### config.mk
export PLATFORM = sky130hd
export DESIGN_NAME = wbm
export DESIGN_NICKNAME = d
export VERILOG_FILES = /design/src/rtl/wbm.sv
export SDC_FILE = /design/constraint.sdc
export NUM_CORES = 1
export LEC_CHECK = 0
export BUFFER_PORTS_ARGS = -buffer_cell sky130_fd_sc_hd__buf_2
export CAP_MARGIN = 20
export CORE_ASPECT_RATIO = 0.8
export CORE_MARGIN = 4
export CORE_UTILIZATION = 35
export DETAILED_ROUTE_END_ITERATION = 10
export HOLD_SLACK_MARGIN = 0.02
export PLACE_DENSITY_LB_ADDON = 0.1
export SETUP_SLACK_MARGIN = 0.3
export SLEW_MARGIN = 30
export SYNTH_ARGS = -nofsm -noshare
export SYNTH_HDL_FRONTEND = slang
export SYNTH_SLANG_ARGS = --single-unit
### constraint.sdc
create_clock -name clk_i -period 2.6 [get_ports clk_i]
set_input_delay 0.52 -clock clk_i [delete_from_list [all_inputs] [get_ports clk_i]]
set_output_delay 0.52 -clock clk_i [all_outputs]
set_load 0.005 [all_outputs]
### src/rtl/wbm.sv
// wbm: write-back/memory stage; retires ALU results, pulses branch redirects,
// and performs one pipelined Wishbone load/store at a time with lane steering.
// Ports: clk_i/rst_i (async, active-low); input_* valid/ready from exm;
// reg_* register-file write; branch_* redirect; wb_* data bus;
// bus_error_o timeout pulse; misaligned_o trap pulse.
// Optional: WBM_MISALIGN_TRAP_EN traps misaligned half/word accesses.
module wbm #(
  parameter int MEM_TIMEOUT = 255,
  parameter bit ZERO_REG_WR = 1'b0
) (
  input  logic        clk_i,
  input  logic        rst_i,
  input  logic        input_valid_i,
  output logic        input_ready_o,
  input  logic        result_write_i,
  input  logic [4:0]  result_addr_i,
  input  logic [31:0] result_i,
  input  logic        branch_i,
  input  logic [19:0] branch_offset_i,
  input  logic        ls_load_i,
  input  logic        ls_store_i,
  input  logic [1:0]  ls_size_i,
  input  logic        ls_unsigned_i,
  input  logic [31:0] ls_data_i,
  output logic        reg_write_o,
  output logic [4:0]  reg_addr_o,
  output logic [31:0] reg_data_o,
  output logic        branch_o,
  output logic [19:0] branch_offset_o,
  output logic [31:0] wb_adr_o,
  output logic [31:0] wb_dat_o,
  input  logic [31:0] wb_dat_i,
  output logic        wb_we_o,
  output logic [3:0]  wb_sel_o,
  output logic        wb_cyc_o,
  output logic        wb_stb_o,
  input  logic        wb_stall_i,
  input  logic        wb_ack_i,
  output logic        bus_error_o,
  output logic        misaligned_o
);

  typedef enum logic [1:0] {
    IDLE = 2'd0,
    REQ  = 2'd1,
    WAIT = 2'd2
  } state_t;

  localparam logic [15:0] TMO_LAST = 16'(MEM_TIMEOUT - 1);

  state_t      state, state_n;
  logic [15:0] cnt;
  logic        acc, is_ls, mis, start, wr_ok;
  logic        hit, done, tmo;
  logic        ld_q, uns_q, wr_q;
  logic [1:0]  size_q, lane_q;
  logic [4:0]  rd_q;
  logic [3:0]  sel;
  logic [31:0] rep, ext;
  logic [7:0]  b;
  logic [15:0] h;

  assign input_ready_o = (state == IDLE);
  assign acc   = input_valid_i & input_ready_o;
  assign is_ls = ls_load_i | ls_store_i;
  assign wr_ok = result_write_i & (ZERO_REG_WR | (result_addr_i != 5'd0));

`ifdef WBM_MISALIGN_TRAP_EN
  assign mis = ((ls_size_i == 2'b01) && result_i[0]) ||
               (ls_size_i[1] && (result_i[1:0] != 2'b00));
`else
  assign mis = 1'b0;
`endif

  assign start = acc & is_ls & ~mis;
  // Counter value k means k+1 cycles spent in REQ/WAIT so far.
  assign hit   = (cnt == TMO_LAST);

  always_comb begin
    sel = 4'b1111;
    rep = ls_data_i;
    case (ls_size_i)
      2'b00: begin
        sel = 4'b0001 << result_i[1:0];
        rep = {4{ls_data_i[7:0]}};
      end
      2'b01: begin
        sel = result_i[1] ? 4'b1100 : 4'b0011;
        rep = {2{ls_data_i[15:0]}};
      end
      default: ;
    endcase
  end

  always_comb begin
    b = wb_dat_i[31:24];
    case (lane_q)
      2'd0:    b = wb_dat_i[7:0];
      2'd1:    b = wb_dat_i[15:8];
      2'd2:    b = wb_dat_i[23:16];
      default: b = wb_dat_i[31:24];
    endcase
    h = lane_q[1] ? wb_dat_i[31:16] : wb_dat_i[15:0];
    ext = wb_dat_i;
    case (size_q)
      2'b00:   ext = uns_q ? {24'd0, b} : {{24{b[7]}}, b};
      2'b01:   ext = uns_q ? {16'd0, h} : {{16{h[15]}}, h};
      default: ext = wb_dat_i;
    endcase
  end

  always_comb begin
    state_n = state;
    done    = 1'b0;
    tmo     = 1'b0;
    unique case (state)
      IDLE: if (start) state_n = REQ;
      REQ: begin
        if (!wb_stall_i && wb_ack_i) begin
          done    = 1'b1;
          state_n = IDLE;
        end else if (hit) begin
          tmo     = 1'b1;
          state_n = IDLE;
        end else if (!wb_stall_i) begin
          state_n = WAIT;
        end
      end
      WAIT: begin
        if (wb_ack_i) begin
          done    = 1'b1;
          state_n = IDLE;
        end else if (hit) begin
          tmo     = 1'b1;
          state_n = IDLE;
        end
      end
      default: state_n = IDLE;
    endcase
  end

  always_ff @(posedge clk_i or negedge rst_i) begin
    if (!rst_i) state <= IDLE;
    else        state <= state_n;
  end

  always_ff @(posedge clk_i or negedge rst_i) begin
    if (!rst_i)              cnt <= '0;
    else if (start)          cnt <= '0;
    else if (state != IDLE)  cnt <= cnt + 16'd1;
  end

  always_ff @(posedge clk_i or negedge rst_i) begin
    if (!rst_i) begin
      wb_cyc_o <= 1'b0;
      wb_stb_o <= 1'b0;
      wb_adr_o <= '0;
      wb_dat_o <= '0;
      wb_we_o  <= 1'b0;
      wb_sel_o <= '0;
      ld_q     <= 1'b0;
      uns_q    <= 1'b0;
      wr_q     <= 1'b0;
      size_q   <= '0;
      lane_q   <= '0;
      rd_q     <= '0;
    end else begin
      wb_cyc_o <= (state_n != IDLE);
      wb_stb_o <= (state_n == REQ);
      if (start) begin
        wb_adr_o <= {result_i[31:2], 2'b00};
        wb_dat_o <= rep;
        wb_we_o  <= ls_store_i;
        wb_sel_o <= sel;
        ld_q     <= ls_load_i;
        uns_q    <= ls_unsigned_i;
        wr_q     <= wr_ok;
        size_q   <= ls_size_i;
        lane_q   <= result_i[1:0];
        rd_q     <= result_addr_i;
      end
    end
  end

  always_ff @(posedge clk_i or negedge rst_i) begin
    if (!rst_i) begin
      reg_write_o     <= 1'b0;
      reg_addr_o      <= '0;
      reg_data_o      <= '0;
      branch_o        <= 1'b0;
      branch_offset_o <= '0;
      bus_error_o     <= 1'b0;
      misaligned_o    <= 1'b0;
    end else begin
      reg_write_o  <= (acc & ~is_ls & wr_ok) | (done & ld_q & wr_q);
      branch_o     <= acc & branch_i;
      bus_error_o  <= tmo;
      misaligned_o <= acc & is_ls & mis;
      if (acc) branch_offset_o <= branch_offset_i;
      if (acc && !is_ls) begin
        reg_addr_o <= result_addr_i;
        reg_data_o <= result_i;
      end else if (done && ld_q) begin
        reg_addr_o <= rd_q;
        reg_data_o <= ext;
      end
    end
  end

endmodule

# --- Word level (Yosys, flattened, before mapping) ---
# Cells that the tools add are included.
totals:
  wordCells: 83
  ff_bits: 159
  input_bits: 133
  out_inout_bits: 133
classes:
  reduce_logical: 14
  mux: 28
  bitwise: 11
  n_shift: 1
  eq_ne: 8
  add_sub_neg: 1
op_table:
  columns: ["operator", "count"]
  rows:
  - ["two-way mux 32 bit", 4]
  - ["one-hot mux 32 bit (2 select lines)", 2]
  - ["two-way mux 16 bit", 3]
  - ["one-hot mux 8 bit (3 select lines)", 1]
  - ["adder 16 x 1 -> 16 bit (second input constant)", 1]
  - ["== test 16 x 8 -> 1 bit (second input constant)", 1]
  - ["two-way mux 2 bit", 6]
  - ["== test 2 x 1 -> 1 bit (second input constant)", 5]
  - ["two-way mux 5 bit", 2]
  - ["bitwise AND 1 bit", 8]
  - ["zero test 2 bit", 4]
  - ["one-hot mux 4 bit (2 select lines)", 1]
  - ["nonzero test 2 bit", 4]
  - ["one-hot mux 2 bit (3 select lines)", 1]
  - ["two-way mux 1 bit", 5]
  - ["nonzero test 5 bit", 1]
  - ["== test 2 bit (second input constant)", 2]
  - ["two-way mux 4 bit", 1]
  - ["one-hot mux 1 bit (2 select lines)", 2]
  - ["<< shifter 1 x 2 -> 4 bit (first input constant)", 1]
  - ["logical AND 1 bit", 3]
  - ["zero test 1 bit", 2]
  - ["OR 1 bit", 2]
  - ["NOT 1 bit", 1]

# --- Longest topological paths before layout ---
depth:
  word_depth: 7
  ltp_mapped: 9

# --- Worst setup path before layout ---
# OpenSTA, ideal clock, no wires.
synth_path:
  path_kind: "reg2reg"
  startpoint: "register state[0]"
  endpoint: "register reg_data_o[17]"
  path_stages_with_launch: 10
  path_buffers: 3
  arrival_ns: 1.817
  slack_ns: 0.696
  path_cell_list: "dfrtp_1 inv_1 ha_1 and2_1 clkbuf_1 nand2_1 and3_1 buf_4 buf_6 a211oi_2"
synth_between:
  elab_chain_cells: 4
synth_rtl:
  columns: ["item", "line_no", "rtl"]
  rows:
  - ["start: declaration", "51", "state_t state, state_n;"]
  - ["start signal: assignment", "144", "else state <= state_n;"]
  - ["zero test 2 bit *", "63", "assign input_ready_o = (state == IDLE);"]
  - ["named net input_ready_o", "14", "output logic input_ready_o,"]
  - ["bitwise AND 1 bit *", "64", "assign acc = input_valid_i & input_ready_o;"]
  - ["logical AND 1 bit *", "200", "if (acc && !is_ls) begin"]
  - ["two-way mux 32 bit or nonzero test 2 bit (tied branches)", null, null]
  - ["end signal: assignment", "202", "reg_data_o <= result_i;"]
  - ["end signal: assignment", "205", "reg_data_o <= ext;"]
  - ["end: declaration", "27", "output logic [31:0] reg_data_o,"]
# Mark *: on every way through the listed nets, which the timed path passes. The rest lies on a longest branch.
# A chain may end at the register's enable or synchronous reset.

# --- Worst setup path in the final report ---
layout_path:
  startpoint: "register state[1]"
  endpoint: "output input_ready_o"
layout_between:
  elab_chain_cells: 1
layout_rtl:
  columns: ["item", "line_no"]
  rows:
  - ["zero test 2 bit", "63"]
  - ["end: declaration", "14"]
# No other way between the ends.

==> summary.md <==
| Metric | Value |
|---|---|
| YS warnings | 0 |
| Via density | 4.971 |
| CTS tree | built |
| Top-count cell post-synth | nand2_1 |
| Area leader, netlist | dfrtp_1 |
| Overall Global Routing Usage | 0.1984 |
| Worst r2r src | state[1]$_DFF_PN0_ |
| Pre-CTS setup slack | 0.2415 ns |
| Post-CTS Setup Bufs | 0 |
| Vias | 6755 |
| Wire length per cell | 17.50 um |
| Syn_area_per_cell | 9.191 sq um |
| Post-Syn Instances | 821 |
| Wirelength, routed | 23790 um |
| Cts bufs inserted | 17 |
| Detailed placement HPWL | 17710 um |
| Clk_lat worst skew | 0.42 ns |
| Hold endpoint | branch_offset_o[3]$_DFFE_PN0P_ |
| H-tree depth | 4 |
| CP startpoint kind | flip-flop |
| Number of max-cap violations | 0 |
| Final min period | 2.132 ns |
| Hold path depth | 3 |
| Final WS setup | 0.4679 ns |
| Die Ht | 139.3 um |
| Max Slew Vio Count | 0 |
| Register area share after synthesis | 0.5273 |
| Power per Cell Area | 1108 mW/mm^2 |
| Number of enable flip-flop cells after synthesis | 0 |
| Initial antenna violation count | 3 |
| Top cells by area, synth | dfrtp_1 (53%), nand2_1 (14%), mux2i_1 (4.8%), o21ai_0 (3.5%), nor2_1 (2.4%) |
| Largest net degree at the start of global routing | 64 |
| Worst Tran Pin Value | 0.9015 ns |
| Core area | 0.02094 sq mm |
| FFs w/ async S/R, synth | 1.000 |
| Cell area after synthesis | 0.007546 sq mm |
| Placed cells | 1326 |
| Fmax | 469.0 MHz |
| Synth Flop Type | dfrtp_1 |
| Hold Slack | 0.2843 ns |
| Final net count | 1216 |
| Max_slew headroom | 0.3968 |
| DR pass1 iterations | 6 |
| Clk slew on worst S/H paths | 0.06 ns |
| CP Capture Type | output pin |
| Endpoints failing hold | 0 |
| I/O Buffers | 262 |
| Ports | 266 |
| Final period utilization | 0.8200 |
| Synth top cells by count | nand2_1 (281), dfrtp_1 (159), o21ai_0 (53), nor2_1 (49), mux2i_1 (36) |
| Layout cells sized above 1 | 0.3208 |
| Peak VDD IR | 0.4550 mV |
| TritonCTS Sinks | 159 |
| Final Skew | 0.01100 ns |
| DRT iter0 DRCs | 420 |
| # rows | 47 |
| Initial core utilization | 0.3604 |
| Final setup violation count | 0 |
| Clk root buf | clkbuf_16 |
| Die width | 172.2 um |
| Maximum fanout along the worst path | 8 |
| Die area | 0.02399 sq mm |
| Hold Startpoint | branch_offset_i[3] |
| Critical Path RT | 2.08 ns |
| Worst R2R End | reg_data_o[15]$_DFFE_PN0P_ |
| Distinct cells, synth | 58 |
| Static leakage | 0.005049 uW |
| Routed Antenna Nets | 0 |
| Setup TNS | 0 ns |
| Synthesis-to-finish area growth | 30.43% |
| Crit path kind | reg -> out |
| Worst EP arrival | 1.61 ns |
| Worst reg-to-reg path cell count | 6 |
| First-pass GRT wire length | 37760 um |
| Flop2flop setup slack | 0.49 ns |
| RSZ-0062 raised after global routing | no |
| Clock Path Buffers | 2 |
| Total congestion overflow | 0 |
| Power Total | 10900 uW |
| Post-synth top area share | 0.5273 |
| GPL Wtd Cong | 0.8394 |
| Status | complete, no violations |
| Drt drc | 0 |
| Seq cells post-synth | 159 |
| Hold WC Path Type | in -> reg |
| Number of global-route vias before repair | 6691 |
| Post-route insts no fill | 1359 |
[final cells by class]
cell class,count,area (sq um)
well taps,269,336.6
flip-flops and latches,159,3979
multi-input cells,603,3334
clock inverters,9,135.1
inverters,9,33.78
fillers,2130,11090
diodes,2,5.005
repair buffers,287,1558
clock buffers,21,460.4
[cells in the final DEF, fill, tap and decap left out, types with 9 or more instances in the layout]
master / n
nand2_1: 279
mux2i_1: 36
a22o_1: 15
dfrtp_1: 159
clkbuf_16: 17
nor3_1: 20
buf_4: 20
or3_1: 12
o21ai_0: 53
buf_2: 261
nand3_1: 9
nor2_1: 48
a21oi_1: 18
a211oi_2: 10
[worst max-delay path by stage]
stage,from,to,cells past startpoint
detailed placement,state[1]$_DFF_PN0_,reg_data_o[15]$_DFFE_PN0P_,6
global route,state[1]$_DFF_PN0_,reg_data_o[15]$_DFFE_PN0P_,6
CTS,state[0]$_DFF_PN0_,reg_data_o[27]$_DFFE_PN0P_,7
floorplan,state[0]$_DFF_PN0_,reg_data_o[17]$_DFFE_PN0P_,9
finish,state[1]$_DFF_PN0_,input_ready_o,4
global placement,state[1]$_DFF_PN0_,reg_data_o[15]$_DFFE_PN0P_,6
[routing by layer]
layer / vias to the layer above / GRT usage / wire length [um]
li1: 3306 / - / -
met1: 3221 / 0.2923 / 11260
met2: 200 / 0.2943 / 10570
met3: 26 / 0.04650 / 1574
met4: 2 / 0.05211 / 362
met5: - / 0 / 13
[kinds of logic (layout without fill, tap and decap cells)]
logic type                 count (synthesis)  after routing  share of synthesized area
adders and majority gates                  6              6                   0.009948
muxes                                     37             37                    0.05074
AOI/OAI and AO/OA                        144            144                     0.1341
DFF                                      159            159                     0.5273
buffers and inverters                     61            326                    0.03648
xor gates and xnor gates                  10             10                    0.01161
and+or+nand+nor                          403            403                     0.2293
other                                      1              5                  0.0004970
[critical path: stages (launching register included)]
cell and delay (ns):
dfrtp_1 0.43, inv_1 0.10, ha_1 0.33, buf_4 0.20
buf_2 0.13
[report_power, final]
group          total (uW)  internal (uW)  switching [uW]
sequential           4210           3570             641
combinational        4120           1850            2270
clock                2580           1560            1030
[stage by stage]
stage               utilization  area, sq um
floorplan                     -         7553
CTS                      0.4695         9829
finish                   0.4701         9842
detailed placement       0.4405         9223
global placement         0.4405         9223
global route             0.4701         9842
[state kept, by name (all words and copies together) (netlist names)]
signal	count
size_q	2
reg_data_o	32
wb_dat_o	32
reg_write_o	1
lane_q	2
branch_offset_o	20
branch_o	1
wb_sel_o	4
wb_we_o	1
wb_adr_o	30
reg_addr_o	5
ld_q	1
state	2
bus_error_o	1
rd_q	5
wr_q	1
wb_stb_o	1
cnt	16
uns_q	1
wb_cyc_o	1
[what timing repair did]
item	4_1_cts	5_1_grt
hold buffers	1	0
resized for setup	1	2
hold endpoints to repair	22	0
setup endpoints to repair	8	21
Note: power is estimated with default switching activity, not from simulation.
